`src/rtl/bit_serializer_if.sv`:
```
// bit_serializer_if
//   Groups the upstream word handshake and the downstream serial stream of
//   bit_serializer into one bundle.
//   data_in    : parallel word from upstream
//   data_valid : data_in is valid
//   data_ready : serializer can take a word this cycle
//   ser_out    : serial bit stream toward the pattern detector
//   ser_valid  : ser_out carries a payload bit
//   word_done  : last bit of a word is on ser_out this cycle
//   busy       : a word is shifting or held
//   master drives words in and observes the stream; slave is the serializer.
interface bit_serializer_if #(
  parameter int WIDTH = 8
);
  logic [WIDTH-1:0] data_in;
  logic             data_valid;
  logic             data_ready;
  logic             ser_out;
  logic             ser_valid;
  logic             word_done;
  logic             busy;

  modport master (
    output data_in, data_valid,
    input  data_ready, ser_out, ser_valid, word_done, busy
  );

  modport slave (
    input  data_in, data_valid,
    output data_ready, ser_out, ser_valid, word_done, busy
  );
endinterface

```
`src/rtl/bit_serializer.sv`:
```
// bit_serializer
//   Parallel-to-serial converter feeding the serial pattern detector.
//   Takes WIDTH-bit words over valid/ready and emits one bit per clock with
//   no gap between back-to-back words. A one-word hold register lets the next
//   word be accepted while the current one is still shifting.
//   Ports:
//     clk   : rising-edge clock
//     reset : asynchronous, active-high
//     bus   : bit_serializer_if.slave (word handshake in, serial stream out)
//   Parameters:
//     WIDTH     : word width, >= 2
//     MSB_FIRST : 1 sends bit WIDTH-1 first, 0 sends bit 0 first
//     IDLE_BIT  : ser_out level while ser_valid is low
module bit_serializer #(
  parameter int WIDTH     = 8,
  parameter bit MSB_FIRST = 1'b1,
  parameter bit IDLE_BIT  = 1'b0
) (
  input logic             clk,
  input logic             reset,
  bit_serializer_if.slave bus
);

  localparam int            CW   = $clog2(WIDTH);
  localparam logic [CW-1:0] LAST = CW'(WIDTH - 1);

  typedef enum logic {IDLE, SHIFT} state_t;

  state_t           state, state_nxt;
  logic [CW-1:0]    cnt, cnt_nxt;
  logic             hold_full, hold_full_nxt;
  logic             rdy_en;
  logic [WIDTH-1:0] shreg, shreg_nxt;
  logic [WIDTH-1:0] hold, hold_nxt;
  logic             free;
  logic             accept;

  // Control state: async reset so the stream goes idle without waiting for clk.
  // rdy_en keeps data_ready low until the first edge after reset release.
  always_ff @(posedge clk or posedge reset) begin
    if (reset) begin
      state     <= IDLE;
      cnt       <= '0;
      hold_full <= 1'b0;
      rdy_en    <= 1'b0;
    end else begin
      state     <= state_nxt;
      cnt       <= cnt_nxt;
      hold_full <= hold_full_nxt;
      rdy_en    <= 1'b1;
    end
  end

  // Data registers carry no reset; their contents are ignored until a load.
  always_ff @(posedge clk) begin
    shreg <= shreg_nxt;
    hold  <= hold_nxt;
  end

  always_comb begin
    state_nxt     = state;
    cnt_nxt       = cnt;
    hold_full_nxt = hold_full;
    shreg_nxt     = shreg;
    hold_nxt      = hold;

    // The shifter can take a new word when idle or while its last bit is out,
    // which is what makes back-to-back words gapless.
    free   = (state == IDLE) || (cnt == LAST);
    accept = bus.data_valid && bus.data_ready;

    if (free) begin
      if (hold_full) begin
        // data_ready is low here, so no accept can collide with this load.
        shreg_nxt     = hold;
        hold_full_nxt = 1'b0;
        cnt_nxt       = '0;
        state_nxt     = SHIFT;
      end else if (accept) begin
        shreg_nxt = bus.data_in;
        cnt_nxt   = '0;
        state_nxt = SHIFT;
      end else begin
        cnt_nxt   = '0;
        state_nxt = IDLE;
      end
    end else begin
      cnt_nxt = cnt + 1'b1;
      if (MSB_FIRST) begin
        shreg_nxt = {shreg[WIDTH-2:0], 1'b0};
      end else begin
        shreg_nxt = {1'b0, shreg[WIDTH-1:1]};
      end
      if (accept) begin
        hold_nxt      = bus.data_in;
        hold_full_nxt = 1'b1;
      end
    end
  end

  assign bus.ser_valid  = (state == SHIFT);
  assign bus.ser_out    = bus.ser_valid ? (MSB_FIRST ? shreg[WIDTH-1] : shreg[0]) : IDLE_BIT;
  assign bus.word_done  = bus.ser_valid && (cnt == LAST);
  assign bus.busy       = bus.ser_valid || hold_full;
  assign bus.data_ready = rdy_en && !hold_full;

endmodule

```
`src/flat_wrapper.sv`:
```
// flat-port wrapper written by rule: the top's interface ports become plain ports
module bit_serializer_flat 
#(
  parameter int WIDTH     = 8,
  parameter bit MSB_FIRST = 1'b1,
  parameter bit IDLE_BIT  = 1'b0
)
  (clk, reset, bus_data_in, bus_data_valid, bus_data_ready, bus_ser_out, bus_ser_valid, bus_word_done, bus_busy);
  bit_serializer_if #(.WIDTH(WIDTH)) bus_i ();
  input logic clk;
  input logic reset;
  input wire logic [$bits(bus_i.data_in)-1:0] bus_data_in;
  input wire logic [$bits(bus_i.data_valid)-1:0] bus_data_valid;
  output wire logic [$bits(bus_i.data_ready)-1:0] bus_data_ready;
  output wire logic [$bits(bus_i.ser_out)-1:0] bus_ser_out;
  output wire logic [$bits(bus_i.ser_valid)-1:0] bus_ser_valid;
  output wire logic [$bits(bus_i.word_done)-1:0] bus_word_done;
  output wire logic [$bits(bus_i.busy)-1:0] bus_busy;
  assign bus_i.data_in = bus_data_in;
  assign bus_i.data_valid = bus_data_valid;
  assign bus_data_ready = bus_i.data_ready;
  assign bus_ser_out = bus_i.ser_out;
  assign bus_ser_valid = bus_i.ser_valid;
  assign bus_word_done = bus_i.word_done;
  assign bus_busy = bus_i.busy;
  bit_serializer #(.WIDTH(WIDTH), .MSB_FIRST(MSB_FIRST), .IDLE_BIT(IDLE_BIT)) u_core (.clk(clk), .reset(reset), .bus(bus_i));
endmodule
```
`config.mk`:
```
export PLATFORM = sky130hd
export DESIGN_NAME = bit_serializer_flat
export DESIGN_NICKNAME = d
export VERILOG_FILES = /design/src/rtl/bit_serializer_if.sv /design/src/rtl/bit_serializer.sv /design/src/flat_wrapper.sv
export SDC_FILE = /design/constraint.sdc
export NUM_CORES = 1
export LEC_CHECK = 0
export BUFFER_PORTS_ARGS = -buffer_cell sky130_fd_sc_hd__buf_2
export CAP_MARGIN = 30
export CORE_ASPECT_RATIO = 1.1
export CORE_MARGIN = 10
export CORE_UTILIZATION = 50
export CTS_BUF_LIST = sky130_fd_sc_hd__clkbuf_8 sky130_fd_sc_hd__clkbuf_16
export DETAILED_ROUTE_END_ITERATION = 7
export HOLD_SLACK_MARGIN = 0.06
export PLACE_DENSITY = 0.74
export SLEW_MARGIN = 5
export SYNTH_ARGS = -nofsm -noshare
export SYNTH_HDL_FRONTEND = slang
export SYNTH_SLANG_ARGS = --single-unit
```
`constraint.sdc`:
```
create_clock -name clk -period 3.1 [get_ports clk]
set_input_delay 0.62 -clock clk [delete_from_list [all_inputs] [get_ports clk]]
set_output_delay 0.62 -clock clk [all_outputs]
set_load 0.02 [all_outputs]
```
==> results.cfg, run 1 <==
[synth]
synth-async-reset-ratio_pct = 27.3
yosysUniqueCellTypes = 22
postSynthAreaPerCell_um2 = 16.1
yosysTopAreaCellShare_pct = 46.7
ys_seq_area_share_pct = 64.3
postSynth.topFlopCell = edfxtp_1
edff_count_synth = 15
yosysMostFrequentCell = edfxtp_1
ys.warnings.count = 0
netlist.top_cell.by_area = edfxtp_1
synthesis.instances = 60
yosys_register_bits = 22
cell_types_with_the_highest_counts_after_synthesis = 15 x edfxtp_1, 8 x mux2_4, 6 x dfrtp_1, 6 x mux2_2, 4 x and2_1
syn_area_um2 = 965
yosys-top-cells-area = edfxtp_1 47%, dfrtp_1 16%, mux2_4 12%, mux2_2 7.0%, and2_1 2.6%
mappedNetlistNets = 73

[grt]
grt_overflow = 0
pin_count_of_the_biggest_net_entering_global_routing = 14
grt_usage_pct = 7.90
grt_pass1_wl_mm = 2.35
grt_antenna_before_repair = 0
grt_pass1_vias = 507

[final_layout]
antenna_cells_inserted = 0
final_net_count = 91
nFillCells = 156
stdcell_count = 95
drive_gt1_share_pct = 42.9
area_growth_pct = 13.1
multi_input_comb_area_um2 = 324
area_occupied_by_registers_um2 = 621

[detailed_routing]
drt.antenna.violating_nets = 0
final_routed_wirelength_mm = 1.46
drt_pre_antenna_iters = 4
post_drt_via_cell_ratio = 5.14
routed-via-count = 488
routed_wire_length_per_instance_um = 15.3
dr.first_iter.drc_count = 22
post-route-drc-count = 0

[clocking]
cts.sink_count = 22
clock_latency_ps = 260
number_of_cts_inserted_buffers = 3
cts_root_buffer = clkbuf_8
post_cts.resized_instances = 0
tritoncts = yes
postCtsHoldBufs = 0
clk_pin_slew_worst_paths_ps = 80
cts_htree_levels = 1
cts_setup_buffers = 0
cts-root-to-sink-buffers = 2

[die]
die_ar_um2 = 4090
core_region_area_um2 = 1800
initial_standard_cell_utilization_of_the_core_pct = 53.5
boundaryPins = 16
die-height_um = 66.1
die_width_um = 61.9
placementRows = 16

[critical_path]
setup.worst_path.start_class = flip-flop
worstPathBufferInverterCount = 1
critPathSlowestCell = dfrtp_1
timing.critical_path.slowest_cell_delay_ps = 570
cpLargestDelayFamily = flip-flops
rrSetupSlack_ps = 1240
worst-endpoint-required_ps = 2480
cp_data_arrival_time_ps = 1360
critical_path.cell_chain = or2_2 -> buf_2
worstPathMaxFanout = 13
timing.setup.critical_path_class = reg -> out
end_kind = output pin

[place]
portbufs = 15
hpwl_mm = 1.10
finalWeightedCongestion = 0.697
dp.cells = 91
place_ws_ps = 1200

[power]
pwr_density_cell_nw_per_um2 = 851
power.total_uw = 929
static-leakage-power_uw = 0.000467
peak_supply_drop_v = 0.000372

[job]
cap_viol_max_count = 0

[sta]
tightest_slew_ps = 542
finalCritPeriodShare_pct = 64.0
rsz0062_at_grt = false
slew_violations = 0
report.final.hold_viol_count = 0
max_slew_margin_pct = 63.9
max_freq_mhz = 504
setup_tns_ps = 0
finalClockSkew_ps = 4.31
setup_ws_ps = 1120
finalCriticalPeriod_ps = 1980
final-setup-viol-count = 0

[run_status]
run_status = finished clean

[hold_path]
hp-class = in -> async
[worst register-to-register path, delay by kind of cell, from the launching register on]
family                   cells  cell delay (ps)
AND/OR/NAND/NOR              2              770
adder cells (fa/ha/maj)      2              390
flip-flops                   1              380
[cells by family after synthesis]
group | share of synthesized area [%]
and+or+nand+nor | 9.86
adders and majority gates | 2.59
muxes | 19.5
buffers and inverters | 2.07
AOI/OAI and AO/OA | 1.30
other | 0.389
DFF | 64.3
[state kept, by name, summed over array words and instances, names as in the netlist]
register              flops
u_core.cnt                3
u_core.hold_full          1
u_core.shreg              8
u_core.rdy_en             1
u_core.bus.ser_valid      1
u_core.hold               8
[power by group]
part           leakage (uW)  switching (uW)  internal (uW)  total, uW
Combinational      0.000216             117            169        286
Sequential         0.000228            52.5            415        467
Clock             0.0000231            87.4           88.3        176
Total              0.000467             257            671        929
[layout make-up]
type | instances | area share (%)
Multi-Input combinational cell | 35 | 29.7
Tap cell | 18 | 2.06
Sequential cell | 22 | 56.9
Clock buffer | 3 | 3.78
Inverter | 1 | 0.344
Clock inverter | 1 | 0.344
Timing Repair Buffer | 15 | 6.88
[through the flow]
| step | hold WS (ps) | instance area (um2) | util [%] |
|---|---|---|---|
| floorplan | 410 | 965 | - |
| finish | 260 | 1090 | 60.6 |
| global route | 275 | 1090 | 60.6 |
| CTS | 261 | 1090 | 60.6 |
| global placement | 418 | 1050 | 58.1 |
| detailed placement | 430 | 1050 | 58.1 |
[routing by layer]
metal | global-route usage [%] | vias to the layer above | wire length (um)
met5 | 0 | - | 0
met4 | 3.35 | 0 | 20
met3 | 2.69 | 3 | 76
met2 | 12.3 | 13 | 707
met1 | 9.56 | 221 | 653
li1 | - | 251 | -
[worst paths after layout]
| check | cells past startpoint | end | from |
|---|---|---|---|
| max | 2 | bus_busy | u_core.hold_full$_DFFE_PP0P_ |
| min | 2 | u_core.cnt[1]$_DFF_PP0_ | reset |
| max reg2reg | 4 | u_core.shreg[6]$_DFFE_PP_ | u_core.cnt[0]$_DFF_PP0_ |
| min reg2reg | 1 | u_core.cnt[0]$_DFF_PP0_ | u_core.cnt[0]$_DFF_PP0_ |
| max in group asynchronous | 2 | u_core.hold_full$_DFFE_PP0P_ | reset |
| min in group clk | 1 | u_core.cnt[0]$_DFF_PP0_ | u_core.cnt[0]$_DFF_PP0_ |
[placed cells by master, fill, tap and decap left out, types with 2 or more instances in the layout]
| master | synthesis | layout |
|---|---|---|
| buf_2 | 1 | 15 |
| edfxtp_1 | 15 | 15 |
| mux2_4 | 8 | 8 |
| mux2_2 | 6 | 6 |
| dfrtp_1 | 6 | 6 |
| and2_1 | 4 | 4 |
| clkbuf_8 | 0 | 3 |
| nor2b_1 | 2 | 2 |
| nor2_1 | 2 | 2 |
| nand2_1 | 2 | 2 |
| ha_1 | 2 | 2 |
Note: power is estimated with default switching activity, not from simulation.
==> inputs of run 2 (changes only) <==
==> constraint.sdc (replaced) <==
create_clock -name clk -period 1.9 [get_ports clk]
set_input_delay 0.38 -clock clk [delete_from_list [all_inputs] [get_ports clk]]
set_output_delay 0.38 -clock clk [all_outputs]
set_load 0.02 [all_outputs]
==> results.cfg, run 2 (same netlist as run 1, synthesis figures left out) <==
[grt]
grt_antenna_before_repair = 0
grt_overflow = 0
grt_pass1_vias = 613
pin_count_of_the_biggest_net_entering_global_routing = 14
grt_pass1_wl_mm = 2.69
grt_usage_pct = 8.91

[detailed_routing]
highest_layer = met4
routed-via-count = 524
routedLengthMet1_um = 689
routed_wire_length_per_instance_um = 15.4
post-route-drc-count = 0
drt.antenna.violating_nets = 0
met2_wirelength_um = 751
met3WireLength_um = 102
drt_pre_antenna_iters = 2
post_drt_via_cell_ratio = 5.19
dr.first_iter.drc_count = 7
final_routed_wirelength_mm = 1.56

[die]
die_ar_um2 = 4090
core_region_area_um2 = 1800
placementRows = 16
die-height_um = 66.1
initial_standard_cell_utilization_of_the_core_pct = 53.5
boundaryPins = 16
die_width_um = 61.9

[critical_path]
crit_end = bus_busy
worstPathMaxFanout = 13
worst_setup_path_startpoint = u_core.hold_full$_DFFE_PP0P_
worst_r2r_startpoint = u_core.cnt[0]$_DFF_PP0_
rr_endpoint = u_core.shreg[4]$_DFFE_PP_
rrSetupSlack_ps = 210
timing.setup.critical_path_class = reg -> out
r2r.worst_path.cells = 5
end_kind = output pin
cp_data_arrival_time_ps = 1360
worst-endpoint-required_ps = 1520
setup.worst_path.start_class = flip-flop

[clocking]
cts_setup_buffers = 0
cts.sink_count = 22
number_of_cts_inserted_buffers = 3
cts-root-to-sink-buffers = 2
clk_pin_slew_worst_paths_ps = 70
clock_latency_ps = 260
cts_root_buffer = clkbuf_8
tritoncts = yes
cts_htree_levels = 1
post_cts.resized_instances = 0

[final_layout]
final_net_count = 97
nFillCells = 142
mostFrequentLayoutCells = 15 x buf_2, 15 x edfxtp_1, 8 x mux2_4, 6 x mux2_2, 6 x dfrtp_1
util_after_layout_pct = 63.2
area_growth_pct = 18.0
area_occupied_by_registers_um2 = 621
antenna_cells_inserted = 0
multi_input_comb_area_um2 = 324
drive_gt1_share_pct = 45.8
layout_top_registers = u_core.hold (8), u_core.shreg (8), u_core.cnt (3)
finish.instance_area_um2 = 1140

[power]
pwr_density_cell_nw_per_um2 = 1380
static-leakage-power_uw = 0.000501
peak_supply_drop_v = 0.000958

[job]
cap_viol_max_count = 0

[sta]
finalCritPeriodShare_pct = 91.5
tightest_slew_ps = 524
setup_ws_ps = 161
setup_tns_ps = 0
slew_violations = 0
report.final.hold_viol_count = 0
final-setup-viol-count = 0
max_freq_mhz = 575
finalCriticalPeriod_ps = 1740
finalClockSkew_ps = 2.22
max_slew_margin_pct = 65.1
rsz0062_at_grt = false

[place]
place_ws_ps = 216
portbufs = 15
placedInstanceArea_um2 = 1080
finalWeightedCongestion = 0.720
hpwl_mm = 1.18

[run_status]
run_status = finished clean

[hold_path]
hp-class = in -> reg
run 2: cell types whose count changed in the layout (fill, tap and decap cells not counted), sizes merged:
cell	before	now
dlygate4sd3	0	1
clkinv	1	0
inv	1	2
buf	15	20
run 2: routing by layer:
metal  global-route usage (%)  vias to the layer above
met5                        0                        -
met3                     3.46                        2
met4                     4.19                        0
met1                     9.81                      246
li1                         -                      261
met2                     14.5                       15
run 2: through the flow:
step	hold WS, ps	power, uW	instances
after floorplan	171	1160	60
after global placement	301	1280	96
after detailed placement	305	1300	96
after CTS	304	1590	101
after global routing	298	1670	101
final	307	1570	101
run 2: layout make-up:
| cell class | count | share of cell area [%] |
|---|---|---|
| clock inverter | 1 | 0.330 |
| sequential | 22 | 54.5 |
| multi-input combinational | 35 | 28.5 |
| inverter | 1 | 0.330 |
| timing repair buffer | 21 | 10.8 |
| clock buffer | 3 | 3.63 |
| tap | 18 | 1.98 |
run 2: how the worst min path moves through the flow:
stage	from	to	slack [ps]	cells past startpoint
finish	bus_data_in[7]	u_core.hold[7]$_DFFE_PP_	310	1
global route	bus_data_in[6]	u_core.hold[6]$_DFFE_PP_	300	1
CTS	bus_data_in[6]	u_core.hold[6]$_DFFE_PP_	300	1
detailed placement	reset	u_core.rdy_en$_DFF_PP0_	300	2
global placement	reset	u_core.rdy_en$_DFF_PP0_	300	2
floorplan	reset	u_core.bus.ser_valid$_DFFE_PP0N_	170	1
run 2: worst max-delay path, cell delays in order, from the launching register on:
cell and delay (ps):
dfrtp_1 570, or2_2 370, buf_2 160
run 2: repair_timing:
item | in CTS | in global routing
hold endpoints to repair | 6 | 0
endpoints found under the setup margin | 0 | 0
hold buffers | 1 | 0
run 2: where the power goes:
| group | switching (uW) | internal (uW) | total [uW] |
|---|---|---|---|
| Clock | 140 | 144 | 284 |
| Sequential | 84.6 | 676 | 761 |
| Combinational | 210 | 316 | 526 |
| Total | 435 | 1140 | 1570 |
